$ cat config.mk
export PLATFORM = sky130hd
export DESIGN_NAME = sr_flag_sched
export DESIGN_NICKNAME = d
export VERILOG_FILES = /design/src/rtl/sr_flag_sched.sv
export SDC_FILE = /design/constraint.sdc
export NUM_CORES = 1
export LEC_CHECK = 0
export CAP_MARGIN = 20
export CORE_UTILIZATION = 47
export CTS_CLUSTER_SIZE = 25
export DETAILED_ROUTE_END_ITERATION = 7
export GPL_ROUTABILITY_DRIVEN = 0
export PLACE_DENSITY = 0.79
export SLEW_MARGIN = 20
export SYNTH_ARGS = -nofsm -noshare
export SYNTH_HDL_FRONTEND = slang
export SYNTH_SLANG_ARGS = --single-unit
export TNS_END_PERCENT = 5
$ cat constraint.sdc
create_clock -name clk -period 3.3 [get_ports clk]
set_input_delay 0.99 -clock clk [delete_from_list [all_inputs] [get_ports clk]]
set_output_delay 0.99 -clock clk [all_outputs]
set_load 0.005 [all_outputs]
$ cat src/rtl/sr_flag_sched.sv
// Round-robin arbiter for set/clear commands on a bank of SR status flags,
// with a one-flag-per-cycle clear-all sweep and registered s/r drive pulses.
module sr_flag_sched #(
  parameter int N_REQ  = 4,
  parameter int N_FLAG = 8,
  parameter int FW     = $clog2(N_FLAG)
) (
  input  logic                  clk,
  input  logic                  rst,
  input  logic [N_REQ-1:0]      req_valid,
  input  logic [N_REQ-1:0]      req_op,
  input  logic [N_REQ*FW-1:0]   req_idx,
  output logic [N_REQ-1:0]      req_gnt,
  input  logic                  clr_all,
  output logic [N_FLAG-1:0]     flags,
  output logic [N_FLAG-1:0]     s_drv,
  output logic [N_FLAG-1:0]     r_drv,
  output logic                  busy,
  output logic                  sweep_done
);

  localparam int PW = (N_REQ > 1) ? $clog2(N_REQ) : 1;
  localparam int CW = $clog2(N_FLAG + 1);

  typedef enum logic {IDLE = 1'b0, SWEEP = 1'b1} state_t;

  state_t            state_q, state_d;
  logic [PW-1:0]     ptr_q, ptr_d;
  logic [CW-1:0]     cnt_q, cnt_d;
  logic [N_FLAG-1:0] flags_q, flags_d;
  logic [N_FLAG-1:0] s_q, s_d;
  logic [N_FLAG-1:0] r_q, r_d;
  logic              done_q, done_d;

  logic              found;
  logic [PW-1:0]     sel;
  logic [PW-1:0]     pos;
  logic [FW-1:0]     tgt;
  logic [N_REQ-1:0]  gnt_v;
  int unsigned       p;

  always_comb begin
    state_d = state_q;
    ptr_d   = ptr_q;
    cnt_d   = cnt_q;
    flags_d = flags_q;
    s_d     = '0;
    r_d     = '0;
    done_d  = 1'b0;
    gnt_v   = '0;
    found   = 1'b0;
    sel     = '0;
    pos     = '0;
    tgt     = '0;
    p       = 0;

    case (state_q)
      IDLE: begin
        if (clr_all) begin
          state_d = SWEEP;
          cnt_d   = '0;
        end else begin
          for (int unsigned k = 0; k < N_REQ; k++) begin
            p = 32'(ptr_q) + k;
            if (p >= N_REQ) p = p - N_REQ;
            pos = PW'(p);
            if (!found && req_valid[pos]) begin
              found = 1'b1;
              sel   = pos;
            end
          end
          if (found) begin
            gnt_v[sel] = 1'b1;
            ptr_d      = (32'(sel) == N_REQ - 1) ? '0 : sel + 1'b1;
            tgt        = req_idx[sel*FW +: FW];
            // Out-of-range indices are accepted but have no effect.
            if (32'(tgt) < N_FLAG) begin
              flags_d[tgt] = req_op[sel];
              if (req_op[sel]) s_d[tgt] = 1'b1;
              else             r_d[tgt] = 1'b1;
            end
          end
        end
      end
      SWEEP: begin
        // Extra cycle at cnt==N_FLAG lets the last pulse retire before done.
        if (cnt_q == CW'(N_FLAG)) begin
          done_d  = 1'b1;
          state_d = IDLE;
        end else begin
          r_d[cnt_q[FW-1:0]]     = 1'b1;
          flags_d[cnt_q[FW-1:0]] = 1'b0;
          cnt_d                  = cnt_q + 1'b1;
        end
      end
      default: state_d = IDLE;
    endcase

    req_gnt = rst ? '0 : gnt_v;
  end

  always_ff @(posedge clk) begin
    if (rst) begin
      state_q <= IDLE;
      ptr_q   <= '0;
      cnt_q   <= '0;
      flags_q <= '0;
      s_q     <= '0;
      r_q     <= '0;
      done_q  <= 1'b0;
    end else begin
      state_q <= state_d;
      ptr_q   <= ptr_d;
      cnt_q   <= cnt_d;
      flags_q <= flags_d;
      s_q     <= s_d;
      r_q     <= r_d;
      done_q  <= done_d;
    end
  end

  assign flags      = flags_q;
  assign s_drv      = s_q;
  assign r_drv      = r_q;
  assign sweep_done = done_q;
  assign busy       = (state_q == SWEEP) && (cnt_q != CW'(N_FLAG));

endmodule

==> out/qor.yml <==
yosys:
  synthCells: 204
  synth_area_leaders: "dfxtp_1 (36%), ha_1 (4.2%), a211oi_1 (3.8%)"
  synth_fa_ha_area_share_pct: 4.22
  synth_warnings: 0
  synth_top_family_by_area: "compound AO/OA/AOI/OAI gates"
  synth_seq_area_share_pct: 36.0
  async_reset_ff_share_pct: 0
  synth.distinct_cells: 51
  yosysTopAreaCellShare_pct: 36.0
  yosys.area_share.simple_pct: 23.6
  synth_nets: 233
  synthMuxAreaShare_pct: 4.85
  synth_edf_count: 0
  synth.largest_area_cell: "dfxtp_1"
  syn_area_sq_um: 1780
  synth-xor-area-share_pct: 0.985
  syn_area_per_cell_sq_um: 8.72
  synth_ff_type: "dfxtp_1"
  ys_ff_latch: 32
  synth_compound_area_share_pct: 26.4
sta:
  hold_viol_final: 0
  fin_skew_ps: 13.7
  setup_slack_ps: -12.4
  holdWs_ps: 540
  slew_headroom_pct: 48.4
  period_share_pct: 100
  fmax_mhz: 302
  slew_viol_final: 0
  setup_viol: 1
  worst_slew_pin_slew_ps: 770
  post-route-min-period_ps: 3310
grt:
  antenna_found_initial: 0
  grt_max_degree: 22
  globalRoute.totalOverflow: 0
  grt_pass1_wl_mm: 9.71
  grt_pass1_vias: 1959
  grt.total_usage_pct: 31.7
status:
  violations: "negative setup slack"
  status: "finished with violations"
power_and_ir_drop:
  peakVddDrop_v: 0.000289
  powerDensity_nw_per_um2: 451
  power_leakage_uw: 0.00111
clock_network:
  cts_htree_levels: 2
  cts_buffers: 5
  cts_sinks: 32
  root_buffer: "clkbuf_8"
  clk_latency_ps: 290
  cts_tree: "yes"
  clk_path_buf_depth: 2
  clkSlewWorstSetupHoldPaths_ps: 70
die:
  die_x_um: 63.5
  io_pins: 53
  die_area_sq_um: 4040
  die_y_um: 63.5
  row_count: 21
  core_sq_um: 3470
  start_util_pct: 51.3
routing:
  met1_length_mm: 2.39
  drc_errors: 0
  wl_per_cell_um: 17.9
  vias: 2046
  dr.max_layer_used: "met4"
  dr_wl_met2_mm: 2.96
  firstDrtPassIters: 5
  wirelength_mm: 6.15
  wl_met3_um: 488
  postRouteAntennaNets: 0
  via_per_inst: 5.97
  first_iter_violations: 174
placed_design:
  place_area_sq_um: 2460
  pre_cts_ws_ps: -621
  place_inst: 312
  io_buffers: 52
  dpl.hpwl_mm: 3.62
hold_path:
  hp-class: "reg -> reg"
cells_and_area:
  antennaDiodeCount: 0
  areaGrowthSynthToFinish_pct: 57.5
  final_cells: 343
  design_area_sq_um: 2800
  final_cell_mix: "clkdlybuf4s50_1 (43), buf_4 (41), dfxtp_1 (32), nand2_1 (17)"
  layout_commonest_cell: "clkdlybuf4s50_1"
  fin_nets: 325
  drive_gt1_share_pct: 29.6
critical_path:
  path_cells: "buf_4 -> nor2b_4 -> o21ai_2 -> and3b_2 -> buf_6 -> inv_4 -> ha_1 -> and2_4 -> clkbuf_2"
  slowest_delay_ps: 260
  arrival_ps: 2320
  cp-start-kind: "input port"
  cp.required_ps: 2310
  critPathMaxFanout: 4
  criticalPathCategory: "in -> out"
  cp-end-kind: "output port"
  slowest_stage: "and3b_2"
job:
  max-cap-violations: 0
==> what timing repair did <==
item                       4_1_cts  5_1_grt
pin swaps                        6        5
hold buffers                     0        0
gates resized for setup         37       12
setup endpoints to repair        4        5
setup buffers                   23        1
gates cloned                     0        0
==> cell type report <==
class	count	area (sq um)
tap	46	57.6
multi-input combinational	156	1140
fill	235	666
inverter	6	25.0
clock inverter	2	35.0
clock buffer	6	72.6
timing repair buffer	95	835
sequential	32	641
==> kinds of logic after synthesis <==
family / Yosys count
compound gates: 62
xor+xnor: 2
fa+ha+maj: 6
buf+inv: 16
flops: 32
mux: 8
simple gates: 78
==> flip-flops by register name, summed over array words and instances, names as in the netlist <==
register	count
flags	8
cnt_q	4
s_drv	8
ptr_q	2
r_drv	8
sweep_done	1
state_q	1
==> stage by stage <==
step / total power, uW / util, % / setup TNS [ps]
after floorplan: 658 / - / 0
after detailed placement: 816 / 71.0 / -2600
after global routing: 1320 / 80.8 / -42.3
after global placement: 811 / 71.0 / -2210
after CTS: 1230 / 80.3 / -50.0
final: 1260 / 80.8 / -12.4
==> cell usage after synthesis, types with 3 or more instances <==
| cell type | instances |
|---|---|
| or3_1 | 3 |
| a311oi_1 | 6 |
| mux2i_1 | 6 |
| dfxtp_1 | 32 |
| o22ai_1 | 5 |
| nor2_1 | 14 |
| a211oi_1 | 9 |
| ha_1 | 6 |
| o21ai_0 | 13 |
| nand3_1 | 12 |
| nor2b_1 | 3 |
| nand2_1 | 18 |
| inv_1 | 4 |
| and2_1 | 7 |
| nor3_1 | 6 |
| a31o_2 | 4 |
| clkbuf_1 | 7 |
| a21oi_1 | 5 |
| o32ai_1 | 3 |
==> routing by layer <==
layer | vias up | global-route usage (%)
met3 | 31 | 7.25
met2 | 141 | 51.7
met1 | 928 | 36.7
met5 | - | 0
met4 | 0 | 21.0
li1 | 946 | -
==> path summary, 6_finish.rpt <==
kind	start	endpoint	slack (ps)	cells after the start
worst max-delay path	req_valid[0]	req_gnt[2]	-10	9
worst min-delay path	flags[3]	flags[3]	540	1
worst max register to register	ptr_q[0]	ptr_q[0]	420	19
worst min register to register	flags[3]	flags[3]	540	1
==> critical path, delay by kind of cell <==
family,cells,cell delay (ps)
fa+ha+maj,1,210
compound gates,1,190
buf+inv,4,390
simple gates,3,530
==> where the power goes <==
part / internal, uW / leakage, uW / switching (uW)
combinational: 229 / 0.000794 / 229
clock: 224 / 0.0000552 / 149
sequential: 411 / 0.000261 / 22.4
total: 864 / 0.00111 / 400
Note: power is estimated with default switching activity, not from simulation.
